File: src/rtl/button_conditioner.sv
// Four-button front end: synchronizes and debounces raw push-button levels, then
// emits a single one-hot press pulse and locks out further presses until every button is released.
module button_conditioner #(
  parameter int unsigned DEBOUNCE_CYCLES = 500000
) (
  input  logic       clk,
  input  logic       rst,
  input  logic [3:0] btn_raw,
  output logic [3:0] btn_level,
  output logic [3:0] btn_pulse,
  output logic       busy
);

  localparam int unsigned CNT_W = $clog2(DEBOUNCE_CYCLES + 1);
  localparam logic [CNT_W-1:0] CNT_LAST = CNT_W'(DEBOUNCE_CYCLES - 1);
  localparam logic [CNT_W-1:0] CNT_ONE  = CNT_W'(1);

  typedef enum logic [1:0] {
    IDLE  = 2'd0,
    PULSE = 2'd1,
    HOLD  = 2'd2
  } state_t;

  logic [3:0]       sync1_q, sync1_d;
  logic [3:0]       sync2_q, sync2_d;
  logic [3:0]       level_q, level_d;
  logic [3:0]       level_prev_q, level_prev_d;
  logic [CNT_W-1:0] cnt_q [4];
  logic [CNT_W-1:0] cnt_d [4];
  state_t           state_q, state_d;
  logic [3:0]       pulse_q, pulse_d;
  logic             busy_q, busy_d;

  logic [3:0]       rise;
  logic [3:0]       rise_low;

  // Synchronizer and per-bit debounce counters; the level flips on the cycle the
  // counter would reach DEBOUNCE_CYCLES, so the counter itself never holds that value.
  always_comb begin
    sync1_d      = btn_raw;
    sync2_d      = sync1_q;
    level_d      = level_q;
    level_prev_d = level_q;
    for (int i = 0; i < 4; i++) begin
      cnt_d[i] = '0;
      if (sync2_q[i] != level_q[i]) begin
        if (cnt_q[i] == CNT_LAST) begin
          level_d[i] = ~level_q[i];
        end else begin
          cnt_d[i] = cnt_q[i] + CNT_ONE;
        end
      end
    end
  end

  assign rise     = level_q & ~level_prev_q;
  assign rise_low = rise & (~rise + 4'd1);

  always_comb begin
    state_d = state_q;
    pulse_d = 4'b0000;
    case (state_q)
      IDLE: begin
        if (|rise) begin
          state_d = PULSE;
          pulse_d = rise_low;
        end
      end
      PULSE: state_d = HOLD;
      HOLD: begin
        if (level_q == 4'b0000) begin
          state_d = IDLE;
        end
      end
      default: state_d = IDLE;
    endcase
    busy_d = (state_d != IDLE);
  end

  always_ff @(posedge clk or posedge rst) begin
    if (rst) begin
      sync1_q      <= '0;
      sync2_q      <= '0;
      level_q      <= '0;
      level_prev_q <= '0;
      for (int i = 0; i < 4; i++) begin
        cnt_q[i] <= '0;
      end
      state_q      <= IDLE;
      pulse_q      <= '0;
      busy_q       <= 1'b0;
    end else begin
      sync1_q      <= sync1_d;
      sync2_q      <= sync2_d;
      level_q      <= level_d;
      level_prev_q <= level_prev_d;
      for (int i = 0; i < 4; i++) begin
        cnt_q[i] <= cnt_d[i];
      end
      state_q      <= state_d;
      pulse_q      <= pulse_d;
      busy_q       <= busy_d;
    end
  end

  assign btn_level = level_q;
  assign btn_pulse = pulse_q;
  assign busy      = busy_q;

endmodule

File: config.mk
export PLATFORM = sky130hd
export DESIGN_NAME = button_conditioner
export DESIGN_NICKNAME = d
export VERILOG_FILES = /design/src/rtl/button_conditioner.sv
export SDC_FILE = /design/constraint.sdc
export NUM_CORES = 1
export LEC_CHECK = 0
export BUFFER_PORTS_ARGS = -buffer_cell sky130_fd_sc_hd__buf_4
export CORE_ASPECT_RATIO = 0.75
export CORE_UTILIZATION = 50
export DETAILED_ROUTE_END_ITERATION = 10
export HOLD_SLACK_MARGIN = 0.05
export PLACE_DENSITY_LB_ADDON = 0.1
export SETUP_SLACK_MARGIN = 0.05
export SLEW_MARGIN = 20
export SYNTH_ARGS = -nofsm -noshare
export SYNTH_HDL_FRONTEND = slang
export SYNTH_SLANG_ARGS = --single-unit
File: constraint.sdc
create_clock -name clk -period 3.34 [get_ports clk]
set_clock_uncertainty 0.1 [all_clocks]
set_input_delay 0.334 -clock clk [delete_from_list [all_inputs] [get_ports clk]]
set_output_delay 0.334 -clock clk [all_outputs]
set_load 0.02 [all_outputs]
Word-level counts from Yosys, hierarchy flattened:

Cells that the tools add are included.

* flip-flop bits (word level): 99
* logic and storage cells: 58

* add/subtract/negate cells: 5
* equal/unequal tests: 10
* multiplexer cells: 13
* bitwise operators: 8
* reductions and logical operators: 8

Operator list (count)
* two-way mux 19 bit: 8
* adder 19 x 1 -> 19 bit (second input constant): 4
* == test 19 bit (second input constant): 4
* AND 4 bit: 2
* two-way mux 4 bit: 2
* inverter 4 bit: 2
* AND reduction 2 bit: 4
* one-hot mux 2 bit (3 select lines): 1
* adder 4 x 1 -> 4 bit (second input constant): 1
* zero test 4 bit: 1
* two-way mux 2 bit: 2
* != test 1 bit: 4
* inverter 1 bit: 4
* OR reduction 4 bit: 1
* == test 2 x 1 -> 1 bit (second input constant): 1
* == test 2 bit (second input constant): 1
* zero test 2 bit: 1
* nonzero test 2 bit: 1

Longest topological paths before layout:

Gate-level depths: netlist of run 1.

* depth in word-level cells: 7
* depth in mapped cells: 7
* mapped depth without buffers: 5

Least setup slack after synthesis of run 1:

OpenSTA, ideal clock, no wires.

* path kind: register to register
* from: register cnt_q[19] (netlist bit)
* to: register cnt_q[37] (netlist bit)
* setup time: 0.078 ns
* arrival: 1.849 ns
* data required time: 3.162 ns
* setup slack: 1.313 ns
* stages on the path, launching flop included: 6
* path buffers: 0
* clock period less this slack: 2.027 ns
* path through: dfrtp_1 -> ha_1 -> nand4_1 -> or4_1 -> or3_1 -> a21oi_1

RTL lines
* from (decl): RTL line 28 `logic [CNT_W-1:0] cnt_q [4];`
* from (signal, indexed assignment): RTL line 98 `cnt_q[i] <= cnt_d[i];`

==> run metrics, run 1 <==
Initial Util 0.524; clk slew on worst S/H paths ~0.070 ns; outcome finished, violations left; DIE AREA between 9000 and 10000 um^2; peak supply drop 0.279 mV; pre-CTS setup slack between 1 and 1.5 ns; first-pass GRT wire length between 10000 and 15000 um; vias in the first global route slightly above 3000; via count between 3000 and 4000; worst setup slack after layout 1.08 ns; Compound-Gate Fraction of Synth Area 0.0641; area delta synth->final 13.2%; post-synthesis sequential area ratio 0.547; Worst setup EP type register; gr usage total 0.192; # fillers around 750; Pwr Density approximately 460 nW/um^2; Total Power 0.00237 W; Synth async-reset ratio 1.00; max_slew headroom 0.498; largest family of logic cells by synthesized area simple AND/OR/NAND/NOR gates; Tightest Hold Check Type reg2reg; post-synthesis simple-gate area fraction 0.247; Final period util 0.677; CTS tree yes; Area after DPL between 4000 and 5000 um^2; ant diodes 0; unique cell type count in the Yosys netlist 40; critical path fanouts, max 6; final instance area between 5000 and 6000 um^2; H-tree Lvls 3; post-DR vias/cell ~5.5; Hold Crit Depth 0; Post-Syn Nets around 450; die width ~110 um; Lkg Pwr roughly 2.2 nW; height of the die around 84 um; CTS Buf Count 9; Post-CTS Setup Bufs 0; WS Path Type reg2reg; MaxCap Viol Count 0; failing checks DRC; mapped cell area 4530 um^2; FF+latch count, synth 99; Final HPWL DP 5420 um; Synth area leader dfrtp_1; Detailed Route WL ~8000 um; First-pass DRT Iterations 7; number of synthesized flops with an enable pin 0; largest net degree at the start of global routing a little over 60; worst-skew pair later-pin latency 0.35 ns; RSZ-0062 raised after global routing false; number of port buffers 14; Max Clock Freq between 400 and 500 MHz; Fin Setup TNS 0 ns; grt ovf 0; CP arrival between 2 and 2.5 ns; Core Area approximately 8600 um^2; DR DRC count 1; max-slew violation count 0; Synth Instances 437; Synth Flop Type dfrtp_1; Synth Area in Adders 0.0111; num ports 15; post-synthesis mux area share 0.00995; worst reg2reg path depth 5; Mapped Avg Cell Area a little over 10 um^2; worst-margin pin slew around 0.75 ns; multi-input logic area 1950 um^2; WP data required 3.51 ns; fin nets 471; Setup-failing EPs final 0; Sequential Area 2480 um^2; share of post-route cells with drive strength above 1 0.120; ANT nets after route 0; Cell Rows 29; Worst setup SP type register; Final Critical Period 2.26 ns; XOR/XNOR share of the synthesized area 0.0987; endpoints failing hold 0; clock sink count roughly 100; WL/cell 14.0 um; Warnings, synthesis 0; top-area cell type share of the netlist area 0.547; Clock Tree Buf Depth 2; number of DRC markers in iteration 0 between 200 and 250; GP Congestion 0.800; top cells by area, synth dfrtp_1 55%, xor2_1 5.2%, nor2_1 5.0%; root buffer selected by CTS clkbuf_16; initial antenna violation count 0
-- where the power goes --
| part | total (W) | switching (W) | leakage, nW | internal (W) |
|---|---|---|---|---|
| combinational | 0.0000778 | 0.0000516 | 0.670 | 0.0000262 |
| sequential | 0.00123 | 0.0000134 | 1.35 | 0.00122 |
| clock | 0.00107 | 0.000429 | 0.155 | 0.000639 |
| total | 0.00237 | 0.000494 | 2.18 | 0.00188 |
-- routing by layer --
metal	vias up	wire length, um	part of all wire	GRT usage
met1	1527	4220	0.53	0.272
met2	38	3430	0.43	0.280
met3	6	304	0.038	0.0708
met5	-	0	0	0
met4	0	74	0.0092	0.0455
li1	1586	-	-	-
-- worst max-delay path: stages, from the launching register on --
cell     delay [ns]
dfrtp_1        0.38
ha_1           0.24
nand4_1        0.30
or4_1          0.66
or3_1          0.33
a21oi_1        0.17
-- synth_stat cells, drive strengths merged, types with 3 or more instances --
library cell / instances
nand3: 24
dfrtp: 99
and3: 3
and2: 4
o21ai: 16
a21oi: 21
xnor2: 24
nand4: 20
nor4b: 4
nor2: 60
o31ai: 9
inv: 12
buf: 4
nor3: 11
and4: 9
or3: 16
clkbuf: 8
or4: 11
nor4: 6
nand2: 28
mux2: 4
ha: 4
xor2: 27
nand2b: 4
-- repair_timing --
item / 4_1_cts / 5_1_grt
endpoints found under the hold margin: 18 / 0
resized for setup: 0 / 0
hold buffers: 5 / 0
-- path summary, 6_finish.rpt --
check                           startpoint    endpoint  slack, ns
worst min register to register  sync1_q[0]  sync2_q[0]       0.25
worst max register to register   cnt_q[19]   cnt_q[35]       1.08
worst max-delay path             cnt_q[19]   cnt_q[35]       1.08
min in group asynchronous              rst    cnt_q[2]       0.57
max in group asynchronous              rst   cnt_q[69]       1.83
worst min-delay path            sync1_q[0]  sync2_q[0]       0.25
-- cell families (layout without fill, tap and decap cells) --
| family | Yosys count | count (layout) |
|---|---|---|
| xor+xnor | 51 | 51 |
| flops | 99 | 99 |
| compound gates | 48 | 48 |
| simple gates | 207 | 207 |
| buf+inv | 24 | 53 |
| fa+ha+maj | 4 | 4 |
| mux | 4 | 4 |
-- state kept, by name (all words and copies together), names as in the netlist --
| name | count |
|---|---|
| sync2_q | 4 |
| level_prev_q | 4 |
| cnt_q | 76 |
| btn_level | 4 |
| btn_pulse | 4 |
| sync1_q | 4 |
| busy | 1 |
| state_q | 2 |
-- through the flow --
stage,instances,util,hold WS (ns)
2_1_floorplan,437,-,0.231
3_3_place_gp,553,0.551,0.234
3_5_place_dp,553,0.551,0.240
4_1_cts,574,0.594,0.256
5_1_grt,574,0.594,0.266
6_report,574,0.594,0.253
-- final cells by class --
| cell class | count | share of cell area |
|---|---|---|
| Inverter | 12 | 0.00928 |
| Clock inverter | 4 | 0.00928 |
| Clock buffer | 12 | 0.0520 |
| Tap cell | 108 | 0.0264 |
| Multi-Input combinational cell | 314 | 0.381 |
| Sequential cell | 99 | 0.483 |
| Timing Repair Buffer | 25 | 0.0391 |
-- cell usage in the layout, fill, tap and decap left out, drive strengths merged --
cell,synthesis,final
or4,11,11
nand3,24,24
clkinvlp,0,1
nand4,20,20
nor2,60,60
o21a,1,1
dlygate4sd3,0,5
a21oi,21,21
bufinv,0,1
buf,4,20
nor3b,2,2
xnor2,24,24
dfrtp,99,99
clkinv,0,2
nor4,6,6
inv,12,12
nand2b,4,4
and3,3,3
and2,4,4
o21bai,1,1
nor3,11,11
or3,16,16
mux2,4,4
nor4b,4,4
or4b,1,1
and4bb,1,1
ha,4,4
o31ai,9,9
or2,2,2
and4b,1,1
clkbuf,8,12
o21ai,16,16
nand2,28,28
and4,9,9
xor2,27,27
(Power assumes the default switching activity.)
==> run 2: changes to the inputs <==
==> constraint.sdc (replaced) <==
create_clock -name clk -period 2.25 [get_ports clk]
set_clock_uncertainty 0.1 [all_clocks]
set_input_delay 0.225 -clock clk [delete_from_list [all_inputs] [get_ports clk]]
set_output_delay 0.225 -clock clk [all_outputs]
set_load 0.02 [all_outputs]
==> run metrics, run 2 (synthesis gave the netlist of run 1 again) <==
final core occ 0.602 (+0.00797); worst-margin pin slew 0.412 ns (-0.340 ns); Worst setup SP type register; Largest register FFs 76 (unchanged); hold_ws 0.248 ns (-0.00479 ns); H-tree Lvls 3 (unchanged); endpoints failing hold 0 (unchanged); share of post-route cells with drive strength above 1 0.137 (+0.0172); WP data required 2.42 ns (-1.09 ns); Core Area 8640 um^2 (unchanged); Tightest Hold Check Type reg2reg; GP Congestion 0.805 (+0.69%); Setup-failing EPs final 0 (unchanged); Final Critical Period 2.10 ns (-0.162 ns); ANT nets after route 0 (unchanged); clk slew on worst S/H paths 0.07 ns (about the same); Detailed Route WL 8180 um (+1.9%); grt ovf 0 (unchanged); DIE AREA 9440 um^2 (unchanged); peak supply drop 0.393 mV (+41%); RSZ-0062 raised after global routing true; fin nets 478 (+1.5%); worst reg2reg path depth 4 (-1); Largest Register cnt_q; Final HPWL DP 5680 um (+4.8%); Crit Reg-Reg Startpoint cnt_q[25]; Cell Rows 29 (unchanged); # fillers 739 (-1.2%); gr usage total 0.198 (+0.00613); Final period util 0.934 (+0.256); commonest non-fill, non-tap cells in the layout 99 x dfrtp_1, 60 x nor2_1, 28 x nand2_1; outcome finished, violations left; Crit. Startpoint cnt_q[25]; area delta synth->final 14.8%; CTS tree yes; pre-CTS setup slack 0.115 ns (-0.988 ns); largest net degree at the start of global routing 38 (-38%); max-slew violation count 0 (unchanged); critical path fanouts, max 7 (+1); clock sink count 99 (unchanged); num ports 15 (unchanged); max_slew headroom 0.724 (+0.226); failing checks DRC; post-DR vias/cell 5.47 (-0.61%); number of DRC markers in iteration 0 188 (-7.4%); FF-to-FF End cnt_q[36]; die width 112 um (unchanged); Fin Setup TNS 0 ns (unchanged); initial antenna violation count 0 (unchanged); Total Power 0.00346 W (+46%); first-pass GRT wire length 14900 um (+5.1%); WS Path Type reg2reg; WL/cell 14.1 um (+0.68%); Lkg Pwr 2.21 nW (+1.2%); via count 3176 (+0.60%); Max Clock Freq 476 MHz (+7.7%); CP arrival 2.27 ns (-0.16 ns); vias in the first global route 3228 (+6.3%); root buffer selected by CTS clkbuf_16; R2R Setup Slk 0.15 ns (-0.93 ns); number of port buffers 14 (unchanged); ant diodes 0 (unchanged); DR DRC count 2 (+1); worst-skew pair later-pin latency 0.34 ns (about the same); Pwr Density 666 nW/um^2 (+44%); CTS Buf Count 9 (unchanged); First-pass DRT Iterations 9 (+2); height of the die 84.4 um (unchanged); CP endpoint cnt_q[36]; most common cell after layout, fill and taps aside dfrtp_1; Clock Tree Buf Depth 2 (unchanged); worst setup slack after layout 0.150 ns (-0.928 ns); Initial Util 0.524 (unchanged); MaxCap Viol Count 0 (unchanged); Worst setup EP type register
==> run 2: cell types whose count changed in the layout (fill, tap and decap cells not counted), sizes merged <==
cell      delta
clkinvlp     +1
clkbuf       -2
buf          +7
clkinv       +1
==> run 2: power by group <==
| group | internal (W) | total [W] | switching [W] | leakage, nW |
|---|---|---|---|---|
| Sequential | 0.00180 | 0.00182 | 0.0000204 | 1.35 |
| Clock | 0.000864 | 0.00151 | 0.000643 | 0.143 |
| Combinational | 0.0000483 | 0.000127 | 0.0000785 | 0.709 |
| Total | 0.00272 | 0.00346 | 0.000741 | 2.21 |
==> run 2: per-layer routing <==
metal,up-vias,track usage,wire [um]
met2,29,0.307,3720
li1,1597,-,-
met1,1544,0.269,4200
met4,0,0.0663,64
met3,6,0.0556,200
met5,-,0,0
==> run 2: repair_timing <==
item                       in CTS  in global routing
setup buffers                   0                  1
hold endpoints to repair       15                  0
hold buffers                    5                  0
setup endpoints to repair       0                  6
gates resized for setup         0                  3
==> run 2: worst min-delay path by stage <==
| stage | startpoint | to | slack (ns) | cells after the start |
|---|---|---|---|---|
| after global placement | rst | cnt_q[65] | 0.13 | 2 |
| after global routing | sync1_q[1] | sync2_q[1] | 0.25 | 0 |
| after CTS | sync1_q[2] | sync2_q[2] | 0.25 | 0 |
| final | sync1_q[2] | sync2_q[2] | 0.25 | 0 |
| after detailed placement | rst | cnt_q[67] | 0.14 | 2 |
| after floorplan | btn_raw[0] | sync1_q[0] | 0.16 | 0 |
==> run 2: layout make-up <==
cell class | instances | area, um^2 | area share
Clock buffer | 10 | 229 | 0.0441
Clock inverter | 6 | 65.1 | 0.0125
Inverter | 12 | 48.8 | 0.00939
Multi-Input combinational cell | 314 | 1960 | 0.378
Sequential cell | 99 | 2480 | 0.477
Tap cell | 108 | 135 | 0.0260
Timing Repair Buffer | 32 | 278 | 0.0535
==> run 2: critical path, cell delays in order, from the launching register on <==
cell and delay (ns):
dfrtp_1 0.44, nand4_2 0.20, or4_1 0.64, or4_4 0.53, a21oi_2 0.13
==> run 2: metrics by stage <==
step,area [um^2],cells
after global routing,5190,581
after floorplan,4530,437
after CTS,5180,580
after detailed placement,4830,559
after global placement,4830,559
final,5190,581
==> run 3: changes to the inputs <==
==> constraint.sdc (replaced) <==
create_clock -name clk -period 2.1 [get_ports clk]
set_clock_uncertainty 0.1 [all_clocks]
set_input_delay 0.42 -clock clk [delete_from_list [all_inputs] [get_ports clk]]
set_output_delay 0.42 -clock clk [all_outputs]
set_load 0.02 [all_outputs]
==> run metrics, run 3 (synthesis gave the netlist of run 1 again) <==
outcome finished, violations left; failing checks DRC; WL/cell 14.3 um (+1.8%); Seq pwr share 0.521 (-0.007); RSZ-0062 raised after global routing false; worst hold start btn_raw[1]; ANT nets after route 0 (unchanged); Hold Crit Depth 1 (+1); most common cell after layout, fill and taps aside dfrtp_1; share of post-route cells with drive strength above 1 0.164 (+0.0264); Largest Register cnt_q; Pwr Density 716 nW/um^2 (+7.5%); Final HPWL DP 5550 um (-2.3%); Fin Setup TNS 0 ns (unchanged); Clock Tree Buf Depth 2 (unchanged); first-pass GRT wire length 14200 um (-4.4%); Total Power 0.00375 W (+8.5%); routing usage on met3 0.0542 (-0.00144); worst reg2reg path depth 5 (+1); Core Area 8640 um^2 (unchanged); die width 112 um (unchanged); R2R Setup Slk 0.12 ns (-0.03 ns); Max Clock Freq 505 MHz (+6.0%); CP arrival 2.15 ns (-0.12 ns); root buffer selected by CTS clkbuf_16; WP data required 2.27 ns (-0.15 ns); worst-margin pin slew 0.498 ns (+0.0852 ns); peak supply drop 0.472 mV (+20%); Worst setup SP type register; via count 3208 (+1.0%); Switch Pwr 0.000790 W (+6.6%); DR DRC count 2 (unchanged); Setup-failing EPs final 0 (unchanged); number of port buffers 14 (unchanged); Initial Util 0.524 (unchanged); Global Route met2 Usage 0.288 (-0.0192); clock share of power 0.444 (+0.008); Sw Share 0.211 (-0.00373); endpoints failing hold 0 (unchanged); final core occ 0.607 (+0.00507); post-DR vias/cell 5.49 (+0.49%); height of the die 84.4 um (unchanged); clock sink count 99 (unchanged); grt ovf 0 (unchanged); worst-skew pair later-pin latency 0.34 ns (about the same); area delta synth->final 15.7%; clk slew on worst S/H paths 0.07 ns (about the same); num ports 15 (unchanged); Crit Reg-Reg Startpoint cnt_q[19]; Largest register FFs 76 (unchanged); Hold Crit Endpoint sync1_q[1]; max-slew violation count 0 (unchanged); Detailed Route WL 8370 um (+2.3%); Final Critical Period 1.98 ns (-0.119 ns); max_slew headroom 0.665 (-0.0593); Logic pwr share 0.035 (-0.002); vias in the first global route 3068 (-5.0%); critical path fanouts, max 4 (-3); GP Congestion 0.811 (+0.68%); internal cell power 0.00296 W (+9.0%); initial antenna violation count 0 (unchanged); fin nets 482 (+0.84%); largest net degree at the start of global routing 100 (+160%); WS Path Type reg2reg; Tightest Hold Check Type in2reg; H-tree Lvls 3 (unchanged); # fillers 708 (-4.2%); number of DRC markers in iteration 0 216 (+15%); gr usage total 0.193 (-0.00479); Cell Rows 29 (unchanged); Final period util 0.944 (+0.0101); DIE AREA 9440 um^2 (unchanged); First-pass DRT Iterations 7 (-2); GR Util met1 0.268 (-0.000952); GRT Max-Usage Layer met2; Lkg Pwr 2.22 nW (+0.76%); MaxCap Viol Count 0 (unchanged); CTS Buf Count 9 (unchanged); ant diodes 0 (unchanged); Worst setup EP type register; CTS tree yes; commonest non-fill, non-tap cells in the layout 98 x dfrtp_1, 60 x nor2_1, 35 x buf_4; FF-to-FF End cnt_q[32]
run 3: cell count changes in the layout (fill, tap and decap cells not counted), moves of 2 or more:
cell           change
dlygate4sd3_1      -5
buf_4             +10
clkbuf_8           +2
ha_4               +2
run 3: cell type report:
type	count	area, um^2	share of cell area
Timing Repair Buffer	36	283	0.0540
Tap cell	108	135	0.0258
Inverter	12	48.8	0.00931
Clock inverter	4	50.0	0.00955
Clock buffer	11	253	0.0482
Sequential cell	99	2480	0.473
Multi-Input combinational cell	314	1990	0.380
run 3: worst max-delay path, cell delays in order (launching register included):
cell and delay [ns]:
dfrtp_1 0.43, nand2_1 0.13, or4_1 0.59, buf_4 0.18
or3_1 0.34, a21oi_1 0.14
run 3: routing by layer:
| layer | share of wire | wire, um | up-vias |
|---|---|---|---|
| met3 | 0.035 | 293 | 9 |
| li1 | - | - | 1606 |
| met1 | 0.52 | 4380 | 1543 |
| met5 | 0 | 0 | - |
| met4 | 0.015 | 127 | 0 |
| met2 | 0.43 | 3570 | 50 |
run 3: power by group through the flow:
stage / Clock (W) / Sequential (W) / Combinational (W)
floorplan: 0 / 0.00199 / 0.0000831
finish: 0.00166 / 0.00196 / 0.000131
global route: 0.00178 / 0.00196 / 0.000153
global placement: 0 / 0.00199 / 0.000131
detailed placement: 0 / 0.00199 / 0.000131
CTS: 0.00172 / 0.00195 / 0.000132
run 3: per-stage QoR:
| step | setup slack, ns | instance area, um^2 | hold WS [ns] | cells |
|---|---|---|---|---|
| after global routing | 0.0505 | 5240 | 0.0657 | 584 |
| final | 0.118 | 5240 | 0.0804 | 584 |
| after detailed placement | 0.0418 | 4890 | 0.237 | 568 |
| after CTS | 0.0637 | 5200 | 0.0678 | 584 |
| after floorplan | 0.0730 | 4530 | 0.231 | 437 |
| after global placement | 0.109 | 4890 | 0.233 | 568 |
run 3: timing repair:
item / CTS / global route
pin swaps: 1 / 3
hold buffers: 0 / 0
buffers inserted: 1 / 0
setup endpoints to repair: 1 / 10
resized for setup: 0 / 9
run 3: how the worst max path moves through the flow:
| stage | depth (start not counted) | slack [ns] | endpoint | startpoint |
|---|---|---|---|---|
| floorplan | 5 | 0.07 | cnt_q[37] | cnt_q[19] |
| global placement | 5 | 0.11 | cnt_q[18] | cnt_q[0] |
| global route | 4 | 0.05 | cnt_q[17] | cnt_q[4] |
| CTS | 4 | 0.06 | cnt_q[17] | cnt_q[3] |
| detailed placement | 5 | 0.04 | cnt_q[18] | cnt_q[0] |
| finish | 5 | 0.12 | cnt_q[32] | cnt_q[19] |
